--- src/rtl/pwm_meas_pkg.sv ---
// Shared types and constants for the PWM measurement block.
package pwm_meas_pkg;

  localparam int unsigned DEF_CNT_W       = 16;
  localparam int unsigned DEF_DUTY_W      = 8;
  localparam int unsigned DEF_SYNC_STAGES = 2;

  typedef enum logic [1:0] {
    IDLE = 2'd0,
    HIGH = 2'd1,
    LOW  = 2'd2
  } state_t;

  // Saturation value of a w-bit counter; also the stuck-input timeout.
  function automatic logic [63:0] cnt_max(input int unsigned w);
    return (64'd1 << w) - 64'd1;
  endfunction

endpackage

--- src/rtl/pwm_meas_div.sv ---
// Sequential restoring divider: quo = floor(num * 2^DUTY_W / den), one bit per cycle.
// Requires num < den so the quotient fits in DUTY_W bits.
module pwm_meas_div
  import pwm_meas_pkg::*;
#(
  parameter int unsigned CNT_W  = DEF_CNT_W,
  parameter int unsigned DUTY_W = DEF_DUTY_W
) (
  input  logic              clk,
  input  logic              rst_n,
  input  logic              start,
  input  logic [CNT_W-1:0]  num,
  input  logic [CNT_W-1:0]  den,
  output logic              busy,
  output logic              done,
  output logic [DUTY_W-1:0] quo
);

  localparam int unsigned    STEP_W = (DUTY_W > 1) ? $clog2(DUTY_W) : 1;
  localparam logic [STEP_W-1:0] LAST = STEP_W'(DUTY_W - 1);

  logic [CNT_W-1:0]  rem;
  logic [CNT_W-1:0]  den_r;
  logic [DUTY_W-1:0] quo_r;
  logic [STEP_W-1:0] step;

  logic [CNT_W:0]    shifted;
  logic [CNT_W-1:0]  diff;
  logic              ge;
  logic [CNT_W-1:0]  rem_nx;
  logic [DUTY_W-1:0] quo_nx;

  // rem < den always, so the shifted remainder needs one extra bit and the
  // difference (taken only when shifted >= den) fits back into CNT_W bits.
  always_comb begin
    shifted = {rem, 1'b0};
    ge      = (shifted >= {1'b0, den_r});
    diff    = shifted[CNT_W-1:0] - den_r;
    rem_nx  = ge ? diff : shifted[CNT_W-1:0];
    quo_nx  = (quo_r << 1) | DUTY_W'(ge);
  end

  assign done = busy && (step == LAST);
  assign quo  = quo_nx;

  always_ff @(posedge clk or negedge rst_n) begin
    if (!rst_n) begin
      busy  <= 1'b0;
      step  <= '0;
      rem   <= '0;
      den_r <= '0;
      quo_r <= '0;
    end else if (start) begin
      busy  <= 1'b1;
      step  <= '0;
      rem   <= num;
      den_r <= den;
      quo_r <= '0;
    end else if (busy) begin
      rem   <= rem_nx;
      quo_r <= quo_nx;
      step  <= step + 1'b1;
      if (step == LAST) busy <= 1'b0;
    end
  end

endmodule

--- src/rtl/pwm_meas.sv ---
// Measures period, high time and duty ratio of an asynchronous PWM input in clk cycles.
module pwm_meas
  import pwm_meas_pkg::*;
#(
  parameter int unsigned CNT_W       = DEF_CNT_W,
  parameter int unsigned DUTY_W      = DEF_DUTY_W,
  parameter int unsigned SYNC_STAGES = DEF_SYNC_STAGES
) (
  input  logic              clk,
  input  logic              rst_n,
  input  logic              pwm_in,
  output logic [CNT_W-1:0]  period_o,
  output logic [CNT_W-1:0]  high_o,
  output logic [DUTY_W-1:0] duty_o,
  output logic              meas_valid,
  output logic              stuck,
  output logic              overrun
);

  localparam logic [CNT_W-1:0] CNT_MAX = CNT_W'(cnt_max(CNT_W));

  logic [SYNC_STAGES-1:0] sync;
  logic                   s;
  logic                   prev;
  logic                   rise;
  logic                   fall;

  logic [CNT_W-1:0]       cnt;
  logic [CNT_W-1:0]       high_r;
  logic [CNT_W-1:0]       pend_period;
  logic [CNT_W-1:0]       pend_high;

  state_t                 state;
  state_t                 state_nx;
  logic                   cap_high;
  logic                   cap_period;
  logic                   timeout;
  logic                   accept;

  logic                   div_busy;
  logic                   div_done;
  logic [DUTY_W-1:0]      div_quo;

  always_ff @(posedge clk or negedge rst_n) begin
    if (!rst_n) begin
      sync <= '0;
      prev <= 1'b0;
    end else begin
      sync <= {sync[SYNC_STAGES-2:0], pwm_in};
      prev <= s;
    end
  end

  assign s    = sync[SYNC_STAGES-1];
  assign rise = s & ~prev;
  assign fall = ~s & prev;

  always_ff @(posedge clk or negedge rst_n) begin
    if (!rst_n)              cnt <= '0;
    else if (rise)           cnt <= CNT_W'(1);
    else if (cnt != CNT_MAX) cnt <= cnt + 1'b1;
  end

  always_ff @(posedge clk or negedge rst_n) begin
    if (!rst_n) state <= IDLE;
    else        state <= state_nx;
  end

  always_comb begin
    state_nx   = state;
    cap_high   = 1'b0;
    cap_period = 1'b0;
    timeout    = 1'b0;
    unique case (state)
      IDLE: if (rise) state_nx = HIGH;
      HIGH: begin
        if (fall) begin
          cap_high = 1'b1;
          state_nx = LOW;
        end else if (cnt == CNT_MAX) begin
          timeout  = 1'b1;
          state_nx = IDLE;
        end
      end
      LOW: begin
        if (rise) begin
          cap_period = 1'b1;
          state_nx   = HIGH;
        end else if (cnt == CNT_MAX) begin
          timeout  = 1'b1;
          state_nx = IDLE;
        end
      end
      default: state_nx = IDLE;
    endcase
  end

  // A divider finishing this cycle frees it in time to take the new period.
  assign accept  = cap_period & (~div_busy | div_done);
  assign overrun = cap_period & ~accept;

  pwm_meas_div #(
    .CNT_W  (CNT_W),
    .DUTY_W (DUTY_W)
  ) u_div (
    .clk   (clk),
    .rst_n (rst_n),
    .start (accept),
    .num   (high_r),
    .den   (cnt),
    .busy  (div_busy),
    .done  (div_done),
    .quo   (div_quo)
  );

  // Pending copies keep the reported period/high tied to the divide in flight.
  always_ff @(posedge clk or negedge rst_n) begin
    if (!rst_n) begin
      high_r      <= '0;
      pend_period <= '0;
      pend_high   <= '0;
      period_o    <= '0;
      high_o      <= '0;
      duty_o      <= '0;
      meas_valid  <= 1'b0;
      stuck       <= 1'b0;
    end else begin
      meas_valid <= div_done;
      if (cap_high) high_r <= cnt;
      if (accept) begin
        pend_period <= cnt;
        pend_high   <= high_r;
      end
      if (div_done) begin
        period_o <= pend_period;
        high_o   <= pend_high;
        duty_o   <= div_quo;
      end
      if (timeout)       stuck <= 1'b1;
      else if (div_done) stuck <= 1'b0;
    end
  end

endmodule
--- config.mk ---
export PLATFORM = sky130hd
export DESIGN_NAME = pwm_meas
export DESIGN_NICKNAME = d
export VERILOG_FILES = /design/src/rtl/pwm_meas_pkg.sv /design/src/rtl/pwm_meas_div.sv /design/src/rtl/pwm_meas.sv
export SDC_FILE = /design/constraint.sdc
export NUM_CORES = 1
export LEC_CHECK = 0
export CAP_MARGIN = 20
export CORE_AREA = 2 2 125 158
export CTS_CLUSTER_DIAMETER = 50
export DETAILED_ROUTE_END_ITERATION = 7
export DIE_AREA = 0 0 127 160
export GPL_TIMING_DRIVEN = 0
export SYNTH_ARGS = -nofsm -noshare
export SYNTH_HDL_FRONTEND = slang
export SYNTH_SLANG_ARGS = --single-unit
--- constraint.sdc ---
create_clock -name clk -period 5.5 [get_ports clk]
set_input_delay 0.825 -clock clk [delete_from_list [all_inputs] [get_ports clk]]
set_output_delay 0.825 -clock clk [all_outputs]
set_load 0.02 [all_outputs]
==> flow_metrics.tcl, run 1 <==
set metrics [dict create \
    insertion_delay_ns 0.42 \
    nets 711 \
    fin_skew_ns 0.007665 \
    grt_overflow 0 \
    relSlewSlack_pct 52.46 \
    pin_count 46 \
    max_freq_ghz 0.3079 \
    hold_violations 0 \
    p_sw_share_pct 36.57 \
    r2r-start "pend_period[6]" \
    place.gp.congestion 0.8848 \
    leakage_nw 3.603 \
    status "finished clean" \
    drv.max_cap_violation_count 0 \
    die-area_mm2 0.02032 \
    cts-htree-levels 4 \
    die_h_um 160 \
    path_class "reg2out" \
    core_mm2 0.01897 \
    via_per_inst 5.107 \
    synthArstFlopShare_pct 100.0 \
    grt_pass1_wl_mm 26.05 \
    routed_wl_mm 16.00 \
    drive_above_1_share_pct 12.50 \
    synth_edf_count 0 \
    crit_start "sync[1]" \
    cts.sinks 138 \
    antennaDiodeCount 0 \
    fillers 1831 \
    synthCells 619 \
    multi_input_area_mm2 0.002770 \
    antenna_found_initial 0 \
    first_pass_iters 5 \
    seq_area_mm2 0.003453 \
    hold_ws_ns 0.3241 \
    internal-power_w 0.002667 \
    seqPwrFrac_pct 33.3 \
    post-route-period-util_pct 59.05 \
    post_cts_buffers 0 \
    power_switching_w 0.001538 \
    grt_pass1_vias 4907 \
    cp-start-kind "flop" \
    cp.arrival_ns 2.42 \
    synth_ff_type "dfrtp_1" \
    syn_nets 646 \
    yosysSeqAreaShare_pct 53.33 \
    wl_per_cell_um 17.17 \
    drv_slew 0 \
    clockBufferDepth 2 \
    numPlacedInstances 901 \
    finalCriticalPeriod_ns 3.247 \
    clk_pin_slew_worst_paths_ns 0.06 \
    netlist_area_mm2 0.006475 \
    start_util_pct 34.13 \
    cts_tree "done" \
    first_iter_violations 248 \
    ys_ff_latch 138 \
    cts-root-buf "clkbuf_16" \
    portBuffers 45 \
    place_hpwl_mm 11.49 \
    rsz0062_at_grt "false" \
    grtUsageTotal_pct 16.54 \
    grt_start_max_net_pins 99 \
    min_path_type "in2async" \
    vias 4760 \
    synth.avg_cell_area_um2 10.46 \
    yosysWarnings 0 \
    rrSetupSlack_ns 2.86 \
    ant_nets 0 \
    setup_viol 0 \
    ctsResizeCount 0 \
    die_width_um 127 \
    areaGrowthSynthToFinish_pct 20.97 \
    ir_drop_v 0.0002701 \
    synth_cell_types 53 \
    drc 0 \
    cts_hold_buf 0 \
    p_clk_share_pct 26.9 \
    stdcell_count 932 \
    combPwrFrac_pct 39.7 \
    rows 57 \
    worst_pin_slew_ns 0.7132 \
    endpoint_kind "output pin" \
    cts_buffers 17 \
    cp.required_ns 4.68 \
    crit_fanout 10 \
    power.density_mw_per_mm2 536.8 \
]
-- worst paths after layout --
| check | endpoint | depth (start not counted) |
|---|---|---|
| setup / recovery | overrun | 5 |
| hold / removal | cnt[11] | 1 |
| setup reg to reg | u_div.rem[11] | 10 |
| hold reg to reg | sync[1] | 0 |
| max in group asynchronous | pend_high[15] | 2 |
| min in group clk | sync[1] | 0 |
-- cells by family (layout without fill, tap and decap cells) --
group                      Yosys count  in the layout  share of synthesized area, %
buffers and inverters               57            134                         3.884
xor gates and xnor gates            25             25                         3.382
muxes                               54             54                         9.101
and+or+nand+nor                    191            191                         12.79
adders and majority gates           24             24                         4.754
DFF                                138            138                         53.33
AOI/OAI and AO/OA                  130            130                         12.75
-- cell type report --
| class | count | share of cell area (%) |
|---|---|---|
| Buffer | 32 | 2.013 |
| Sequential cell | 138 | 44.09 |
| Tap cell | 236 | 3.770 |
| Clock buffer | 18 | 5.607 |
| Clock inverter | 13 | 1.837 |
| Multi-Input combinational cell | 424 | 35.37 |
| Inverter | 25 | 1.198 |
| Timing Repair Buffer | 46 | 6.118 |
-- placed cells by master (no fill, tap or decap), types with 7 or more instances in the layout --
cell type / Yosys / layout
inv_1: 25 / 25
nand2_1: 103 / 103
dfrtp_1: 138 / 138
a21oi_1: 23 / 23
nand3_1: 10 / 10
ha_1: 23 / 23
nand2b_1: 8 / 8
a22o_1: 9 / 9
mux2i_1: 15 / 15
a22oi_1: 11 / 11
xor2_1: 9 / 9
nand4_1: 7 / 7
clkbuf_16: 0 / 17
clkdlybuf4s50_1: 0 / 44
mux2_2: 38 / 38
clkbuf_1: 22 / 22
o21ai_0: 53 / 53
nor2_1: 38 / 38
nor3_1: 10 / 10
xnor2_1: 16 / 16
-- metrics by stage --
| stage | instance area (µm²) | power, W | TNS, ns | util (%) | setup slack (ns) |
|---|---|---|---|---|---|
| after floorplan | 6475 | 0.002618 | 0 | - | 3.164 |
| after global routing | 7833 | 0.004504 | 0 | 41.29 | 2.085 |
| final | 7833 | 0.004204 | 0 | 41.29 | 2.253 |
| after detailed placement | 7249 | 0.003080 | 0 | 38.21 | 2.677 |
| after CTS | 7833 | 0.004230 | 0 | 41.29 | 2.208 |
| after global placement | 7221 | 0.003047 | -286.97 | 38.06 | -2.095 |
-- worst max-delay path, cell delays in order, from the launching register on --
cell,delay (ns)
dfrtp_1,0.38
nor2b_1,0.14
clkbuf_1,0.50
nand2_1,0.19
nor2_1,0.17
clkdlybuf4s50_1,0.62
-- metal layers --
| metal | share of wire [%] | global-route usage [%] |
|---|---|---|
| met4 | 2.7 | 6.943 |
| met5 | 0 | 0 |
| met1 | 42 | 19.83 |
| met3 | 3.8 | 4.121 |
| met2 | 52 | 28.23 |
-- flip-flops by register name, summed over array words and instances (netlist names), 2 cells and up --
name / cells
pend_period: 16
duty_o: 8
u_div.quo_r: 7
cnt: 16
u_div.rem: 16
high_o: 16
period_o: 16
u_div.step: 3
high_r: 16
pend_high: 16
sync: 2
state: 2
-- synthesized netlist by cell type, types with 2 or more instances --
cell type | count | area, µm²
nand2b_1 | 8 | 50.05
and3_1 | 3 | 18.77
nor2_1 | 38 | 142.6
clkbuf_1 | 22 | 82.58
dfrtp_1 | 138 | 3453
mux2i_1 | 15 | 150.1
inv_1 | 25 | 93.84
o21a_1 | 5 | 37.54
a31oi_1 | 2 | 12.51
o211ai_1 | 5 | 37.54
nor3_1 | 10 | 50.05
a21oi_1 | 23 | 115.1
o21ai_1 | 3 | 15.01
o21ai_0 | 53 | 265.3
nor2b_1 | 5 | 31.28
xnor2_1 | 16 | 140.1
nand3_1 | 10 | 50.05
mux2_2 | 38 | 427.9
nand4b_1 | 2 | 17.52
o22ai_1 | 4 | 25.02
o31a_1 | 2 | 17.52
nand2_1 | 103 | 386.6
buf_2 | 3 | 15.01
a22o_1 | 9 | 78.83
clkbuf_2 | 2 | 10.01
a22oi_1 | 11 | 82.58
xor2_1 | 9 | 78.83
ha_1 | 23 | 287.8
buf_1 | 2 | 7.510
nand4_1 | 7 | 43.79
-- power groups by stage --
stage	clock [W]	sequential, W	combinational [W]
after detailed placement	0	0.00141	0.00167
after global placement	0	0.00141	0.00164
after CTS	0.00116	0.00140	0.00167
final	0.00113	0.00140	0.00167
after floorplan	0	0.00141	0.00120
after global routing	0.00121	0.00143	0.00187
No activity file was read; power rests on OpenSTA's default activity.
==> run 2: changes to the inputs <==
==> constraint.sdc (replaced) <==
create_clock -name clk -period 2.68 [get_ports clk]
set_input_delay 0.402 -clock clk [delete_from_list [all_inputs] [get_ports clk]]
set_output_delay 0.402 -clock clk [all_outputs]
set_load 0.02 [all_outputs]
==> run 2 against run 1 <==
Sequential cell count is the same; non-clock buffer count grew 11; final cell count grew 1.2%; sequential power grew 110%; clock power grew 110%; critical path type is now reg2reg; largest cell class unchanged; highest routed layer unchanged.
==> flow_metrics.tcl, run 2 (synthesized netlist as in run 1, its figures left out) <==
set metrics [dict create \
    p_clk_share_pct 26.0 \
    nets 722 \
    cp.arrival_ns 2.87 \
    regToRegEndpoint "u_div.rem[11]" \
    crit_slowest_cell "dfrtp_1" \
    grt_overflow 0 \
    rr_worst_depth 10 \
    drv_slew 0 \
    antenna_found_initial 0 \
    start_util_pct 34.13 \
    design_area_mm2 0.007975 \
    cts_buffers 17 \
    clk_pin_slew_worst_paths_ns 0.06 \
    areaGrowthSynthToFinish_pct 23.17 \
    ir_drop_v 0.0005554 \
    post-place-ws_ns 0.04468 \
    max_freq_ghz 0.3869 \
    grt_pass1_vias 4910 \
    portBuffers 45 \
    crit_chain "ha_4 > buf_6 > nand2_2 > or3_4 > o311ai_4 > o21bai_4 > buf_8 > buf_12 > mux2i_2 > a21oi_1" \
    grtUsageTotal_pct 16.55 \
    path_class "reg2reg" \
    post-route-period-util_pct 96.44 \
    crit_fanout 10 \
    holdPathStages 0 \
    p_sw_share_pct 36.23 \
    place.gp.congestion 0.8848 \
    antennaDiodeCount 0 \
    via_per_inst 5.127 \
    die-area_mm2 0.02032 \
    r2r-start "u_div.rem[8]" \
    cts.sinks 138 \
    cts-htree-levels 4 \
    status "finished clean" \
    placed_cell_area_mm2 0.007249 \
    endpoint_kind "flop" \
    first_pass_iters 5 \
    cp_num_buf_inv 3 \
    seqPwrFrac_pct 32.3 \
    fin_skew_ns 0.008011 \
    critical_path.top_delay_family "compound AO/OA/AOI/OAI gates" \
    setup_slack_ns 0.09547 \
    first_iter_violations 263 \
    relSlewSlack_pct 51.65 \
    min-delay-start "sync[0]" \
    vias 4835 \
    worstHoldEndpoint "sync[1]" \
    drv.max_cap_violation_count 0 \
    cpPeakStageDelay_ns 0.43 \
    drive_above_1_share_pct 14.71 \
    cp.required_ns 2.96 \
    insertion_delay_ns 0.42 \
    cts_tree "done" \
    leakage_nw 3.663 \
    grt_pass1_wl_mm 26.07 \
    combPwrFrac_pct 41.7 \
    internal-power_w 0.005683 \
    place_hpwl_mm 11.49 \
    rows 57 \
    die_h_um 160 \
    clockBufferDepth 2 \
    layout_common_cells "dfrtp_1, nand2_1, o21ai_0" \
    core_mm2 0.01897 \
    setup_viol 0 \
    rrSetupSlack_ns 0.1 \
    cp-start-kind "flop" \
    layout_commonest_cell "dfrtp_1" \
    wl_per_cell_um 17.07 \
    cts-root-buf "clkbuf_16" \
    drc 0 \
    grt_start_max_net_pins 99 \
    power_switching_w 0.003228 \
    worst_pin_slew_ns 0.7252 \
    ant_nets 0 \
    routed_wl_mm 16.10 \
    pin_count 46 \
    hold_violations 0 \
    power.density_mw_per_mm2 1117 \
    die_width_um 127 \
    min_path_type "reg2reg" \
    finalCriticalPeriod_ns 2.585 \
]
==> run 2: changes by cell type in the layout (fill, tap and decap cells not counted), moves of 2 or more <==
cell and delta:
buf_4 +8, ha_1 -4, buf_2 +2, ha_2 +3
==> run 2: layout make-up <==
class | instances | area [µm²]
clock inverter | 13 | 143.9
timing repair buffer | 57 | 581.8
clock buffer | 18 | 439.2
buffer | 32 | 162.7
multi-input combinational | 424 | 2805
tap | 236 | 295.3
sequential | 138 | 3453
inverter | 25 | 93.84
fill | 1826 | 11000
==> run 2: worst max-delay path by stage <==
| stage | start | end | depth (start not counted) |
|---|---|---|---|
| floorplan | u_div.rem[8] | u_div.rem[11] | 10 |
| global placement | rst_n | duty_o[3] | 1 |
| detailed placement | pend_period[6] | u_div.rem[11] | 10 |
| CTS | state[0] | overrun | 5 |
| global route | pend_period[6] | u_div.rem[11] | 10 |
| finish | u_div.rem[8] | u_div.rem[11] | 10 |
==> run 2: routing by layer <==
metal | global-route usage [%] | wire length (µm) | vias to the layer above | part of all wire (%)
met3 | 4.121 | 608 | 24 | 3.8
li1 | - | - | 2300 | -
met1 | 19.85 | 6671 | 2412 | 41
met5 | 0 | 0 | - | 0
met4 | 6.943 | 404 | 0 | 2.5
met2 | 28.23 | 8413 | 99 | 52
==> run 2: what timing repair did <==
action | 4_1_cts | 5_1_grt
hold buffers | 1 | 0
setup endpoints to repair | 1 | 12
pin swaps | 0 | 2
buffers inserted | 0 | 9
resized for setup | 1 | 10
endpoints found under the hold margin | 40 | 0
gates cloned | 0 | 1
==> run 2: through the flow <==
step	std cells	hold WS [ns]	power (W)	utilization [%]	TNS (ns)
3_3_place_gp	900	0.3310	0.006253	38.06	-617.76
4_1_cts	933	0.3496	0.008682	41.35	0
3_5_place_dp	901	0.3356	0.006322	38.21	0
5_1_grt	943	0.3692	0.009540	42.04	-0.02378
2_1_floorplan	619	0.1064	0.005373	-	0
6_report	943	0.3462	0.008911	42.04	0
==> run 2: power groups by stage <==
stage	Sequential (W)	Clock [W]	Combinational, W
2_1_floorplan	0.00290	0	0.00247
6_report	0.00287	0.00232	0.00372
3_3_place_gp	0.00290	0	0.00336
4_1_cts	0.00287	0.00238	0.00343
3_5_place_dp	0.00290	0	0.00342
5_1_grt	0.00293	0.00248	0.00413
==> run 3: changes to the inputs <==
--- a/config.mk
+++ b/config.mk
@@ -11,6 +11,7 @@
 export DETAILED_ROUTE_END_ITERATION = 7
 export DIE_AREA = 0 0 127 160
 export GPL_TIMING_DRIVEN = 0
+export SLEW_MARGIN = 20
 export SYNTH_ARGS = -nofsm -noshare
 export SYNTH_HDL_FRONTEND = slang
 export SYNTH_SLANG_ARGS = --single-unit
==> run 3 against run 2 <==
First-iteration DRC count grew 18%; clock power is essentially flat; critical endpoint unchanged; count of clock-buffer cells in the layout is the same; highest routed layer unchanged; register-to-register slack is essentially flat.
==> flow_metrics.tcl, run 3 (synthesized netlist as in run 1, its figures left out) <==
set metrics [dict create \
    status "finished clean" \
    relSlewSlack_pct 50.89 \
    ant_nets 0 \
    grt_start_max_net_pins 99 \
    start_util_pct 34.13 \
    drv.max_cap_violation_count 0 \
    worst_pin_slew_ns 0.7367 \
    cts_buffers 17 \
    placed_cell_area_mm2 0.007253 \
    endpoint_kind "flop" \
    core_mm2 0.01897 \
    rr_worst_depth 10 \
    rows 57 \
    stdcell_count 941 \
    wl_per_cell_um 17.15 \
    grtUsageTotal_pct 16.55 \
    crit_fanout 10 \
    path_class "reg2reg" \
    max_freq_ghz 0.3875 \
    antenna_found_initial 0 \
    drv_slew 0 \
    pin_count 46 \
    place_hpwl_mm 11.49 \
    holdPathStages 0 \
    drive_above_1_share_pct 14.33 \
    cts_tree "done" \
    place.gp.congestion 0.8848 \
    cpPeakStageDelay_ns 0.43 \
    areaGrowthSynthToFinish_pct 22.61 \
    finalCriticalPeriod_ns 2.581 \
    die_h_um 160 \
    post-route-period-util_pct 96.30 \
    hold_violations 0 \
    critical_path.top_delay_family "compound AO/OA/AOI/OAI gates" \
    fin_skew_ns 0.01319 \
    regToRegEndpoint "u_div.rem[11]" \
    ir_drop_v 0.0005487 \
    vias 4840 \
    first_pass_iters 5 \
    design_area_mm2 0.007939 \
    layout_commonest_cell "dfrtp_1" \
    cts-htree-levels 4 \
    layout_common_cells "dfrtp_1, nand2_1, o21ai_0" \
    cts-root-buf "clkbuf_16" \
    crit_chain "ha_1 > buf_4 > nand2_2 > or3_4 > o311ai_4 > o21bai_4 > buf_8 > buf_12 > mux2i_4 > a21oi_1" \
    cp_num_buf_inv 3 \
    clk_pin_slew_worst_paths_ns 0.06 \
    hold_ws_ns 0.3465 \
    routed_wl_mm 16.14 \
    power_w 0.008842 \
    grt_overflow 0 \
    r2r-start "u_div.rem[8]" \
    first_iter_violations 310 \
    power.density_mw_per_mm2 1114 \
    crit_start "u_div.rem[8]" \
    via_per_inst 5.143 \
    grt_pass1_wl_mm 26.18 \
    die-area_mm2 0.02032 \
    fillers 1816 \
    leakage_nw 3.644 \
    min_path_type "reg2reg" \
    cts.sinks 138 \
    cp.required_ns 2.96 \
    setup_viol 0 \
    die_width_um 127 \
    rrSetupSlack_ns 0.1 \
    crit_slowest_cell "or3_4" \
    drc 0 \
    numPlacedInstances 901 \
    clockBufferDepth 2 \
    worstHoldEndpoint "sync[1]" \
    insertion_delay_ns 0.42 \
    cp-start-kind "flop" \
    nets 720 \
    cp.arrival_ns 2.86 \
    portBuffers 45 \
    grt_pass1_vias 4891 \
    antennaDiodeCount 0 \
    min-delay-start "sync[0]" \
]
[run 3: what timing repair did]
item                                    in CTS  in global routing
setup buffers                                0                  8
hold buffers                                 1                  0
endpoints found under the hold margin       40                  0
gates resized for setup                      1                  9
endpoints found under the setup margin       1                 12
pin swaps                                    0                  2
[run 3: stage by stage]
stage	utilization (%)	setup slack, ns	setup TNS [ns]
after global placement	38.06	-4.492	-617.76
after floorplan	-	0.3438	0
after global routing	41.85	-0.008781	-0.008781
after detailed placement	38.23	0.04152	0
after CTS	41.35	0.03802	0
final	41.85	0.09911	0
[run 3: final cells by class]
type | instances | area, µm² | share of cell area [%]
clock buffers | 18 | 439.2 | 5.532
repair buffers | 55 | 553.0 | 6.966
flip-flops and latches | 138 | 3453 | 43.50
clock inverters | 13 | 141.4 | 1.781
plain buffers | 32 | 161.4 | 2.033
multi-input cells | 424 | 2801 | 35.29
inverters | 25 | 93.84 | 1.182
well taps | 236 | 295.3 | 3.719
[run 3: where the power goes]
group          leakage (nW)  switching [W]  internal [W]  total, W
Clock                 0.291       0.000937       0.00140   0.00234
Combinational          1.51        0.00194       0.00169   0.00363
Sequential             1.84       0.000344       0.00253   0.00287
Total                  3.64        0.00322       0.00562   0.00884
[run 3: worst max path at each step]
stage / slack, ns / endpoint / cells after the start
final: 0.1 / u_div.rem[11] / 10
after global routing: -0.009 / u_div.rem[8] / 10
after CTS: 0.04 / overrun / 5
after detailed placement: 0.04 / u_div.rem[11] / 10
after global placement: -4.49 / duty_o[3] / 1
after floorplan: 0.34 / u_div.rem[11] / 10
[run 3: layer usage]
| layer | track usage (%) | vias up | share of wire [%] |
|---|---|---|---|
| li1 | - | 2297 | - |
| met1 | 20.28 | 2419 | 42 |
| met2 | 27.98 | 93 | 51 |
| met3 | 3.752 | 31 | 3.0 |
| met4 | 7.043 | 0 | 3.4 |
| met5 | 0 | - | 0 |
==> RTL edit: new RTL, config.mk and constraints of run 2 <==
Register the output `overrun`, without a reset; this adds one clock of latency there. The other outputs are not delayed to match.
--- a/src/rtl/pwm_meas.sv
+++ b/src/rtl/pwm_meas.sv
@@ -98,5 +98,7 @@
   // A divider finishing this cycle frees it in time to take the new period.
   assign accept  = cap_period & (~div_busy | div_done);
-  assign overrun = cap_period & ~accept;
+  always_ff @(posedge clk) begin
+    overrun <= cap_period & ~accept;
+  end
 
   pwm_meas_div #(
Formal check against the unedited RTL: not equivalent (a bounded check fails within 10 cycles, from zero or initial values and one cycle with rst_n low).
==> RTL edit against run 2 <==
- final area is the same
- worst setup slack gained 15 ps
- synthesized area grew 0.31%
- clock skew grew 2.1 ps
- die area is the same
- count of clock-buffer cells in the layout shrank 1
- total power grew 1.3%
- routed wire length shrank 2.2%
- sequential cell count grew 1
- critical path type unchanged
- largest power group unchanged
- highest routed layer unchanged
==> RTL edit: results (changes against run 2) <==
Global route
  – Met2 Use GR: 0.272 (-0.0105)
  – Pin count of the biggest net entering global routing: 86 (-13%)
  – Met1 Use GR: 0.196 (-0.00246)
  – First-pass GRT wire length: 25,300 um (-3.0%)
  – Global Route Usage Sum: 0.163 (-0.00237)
  – GR peak layer: met2
  – M3 GR Usage: 0.0335 (-0.00771)

Synthesis
  – Post-synthesis sequential area ratio: 0.535 (+0.00144)
  – Cells after synthesis: 620 (+0.16%)
  – Complex-gate fraction of the synthesized area: 0.127 (-0.000393)
  – Synth Area in XOR/XNOR: 0.0337 (-0.000104)
  – Syn Nets: 647 (+0.15%)
  – Synth cell types: 54 (+1.9%)
  – Ys async rst share: 0.993 (-0.00719)
  – Multiplexer area fraction after synthesis: 0.0907 (-0.000281)
  – Synth area leaders: dfrtp_1 (53%), mux2_2 (6.6%), nand2_1 (6.0%)
  – Adder-Cell Fraction of Synth Area: 0.0474 (-0.000147)

Clock network
  – Post-CTS resize count: 0 (-1)
  – Root buf cell: clkbuf_16
  – Clock latency on the worst-skew pair: 430 ps
  – Clock tree buffer depth: 2 (unchanged)

Outcome
  – Run status: finished clean

Final layout
  – Layout non-clock buf frac: 0.0847 (-0.00863)
  – Clock buffers: 17 (-1)
  – Clock buffers and inverters, area share: 0.0827 (+0.00957)
  – Fillers: 1,809 (-0.93%)
  – Proportion of layout cells with a drive suffix above 1: 0.133 (-0.0144)
  – Sequential cells: 139 (+0.72%)
  – Seq/total area: 0.436 (+0.00251)
  – Syn-to-layout area delta: 22.8%
  – Buffers excl. clock: 81 (-9.0%)
  – Multi-input logic area: 2780 um^2 (-0.98%)
  – N_diodes: 0 (unchanged)
  – Final #Nets: 715 (-0.97%)
  – Post-Layout Cell Count: 937 (-0.64%)

Min path
  – Hold Path Stages: 0 (unchanged)
  – Worst min path class: reg2reg

Timing
  – Worst-Margin Slew: 710 ps (-15.2 ps)
  – Clk_skew: 10.1 ps (+2.13 ps)
  – Hold Slack: 351 ps (+4.96 ps)

Worst setup path
  – CP arrival: 2860 ps (about the same)
  – Worst r2r path cells: 10 (unchanged)
  – Reg-to-reg endpoint: u_div.rem[8]$_DFFE_PN0P_
  – RR Startpoint: u_div.rem[8]$_DFFE_PN0P_

Power and ir drop
  – Seq pwr share: 0.318 (-0.005)
  – Leakage: 3.66 nW (about the same)
  – Power share of the clock group: 0.293 (+0.033)
  – Power density cells: 1130 nW/um^2 (+1.3%)
  – Maximum VDD drop: 0.000471 V (-15%)
  – Sw Pwr: 0.00321 W (-0.57%)

Detailed routing
  – Initial DRC Count: 347 (+32%)
  – Via count: 4,725 (-2.3%)
  – First-pass DRT Iterations: 5 (unchanged)
  – Drt total wl: 15,800 um (-2.2%)

Placed design
  – RD Place Congestion: 0.861 (-2.6%)
  – Area post-placement: 7270 um^2 (+0.28%)
  – HPWL Detailed: 11,400 um (-0.40%)
  – Cell count after placement: 902 (+0.11%)
  – Pre-CTS WS: 59.6 ps (+14.9 ps)
[RTL edit: metal layers]
| metal | vias up | wire, um |
|---|---|---|
| li1 | 2277 | - |
| met1 | 2323 | 6570 |
| met2 | 94 | 8030 |
| met3 | 31 | 502 |
| met4 | 0 | 647 |
| met5 | - | 0 |
[RTL edit: worst max-delay path by stage]
stage,slack [ps],startpoint,to,cells past startpoint
final,110,u_div.rem[8]$_DFFE_PN0P_,u_div.rem[8]$_DFFE_PN0P_,10
after detailed placement,60,pend_period[1]$_DFFE_PN0P_,u_div.rem[8]$_DFFE_PN0P_,11
after CTS,50,pend_period[1]$_DFFE_PN0P_,u_div.rem[11]$_DFFE_PN0P_,11
after global placement,-4470,rst_n,pend_period[7]$_DFFE_PN0P_,1
after global routing,5,u_div.rem[8]$_DFFE_PN0P_,u_div.rem[11]$_DFFE_PN0P_,10
after floorplan,340,u_div.rem[8]$_DFFE_PN0P_,u_div.rem[11]$_DFFE_PN0P_,10
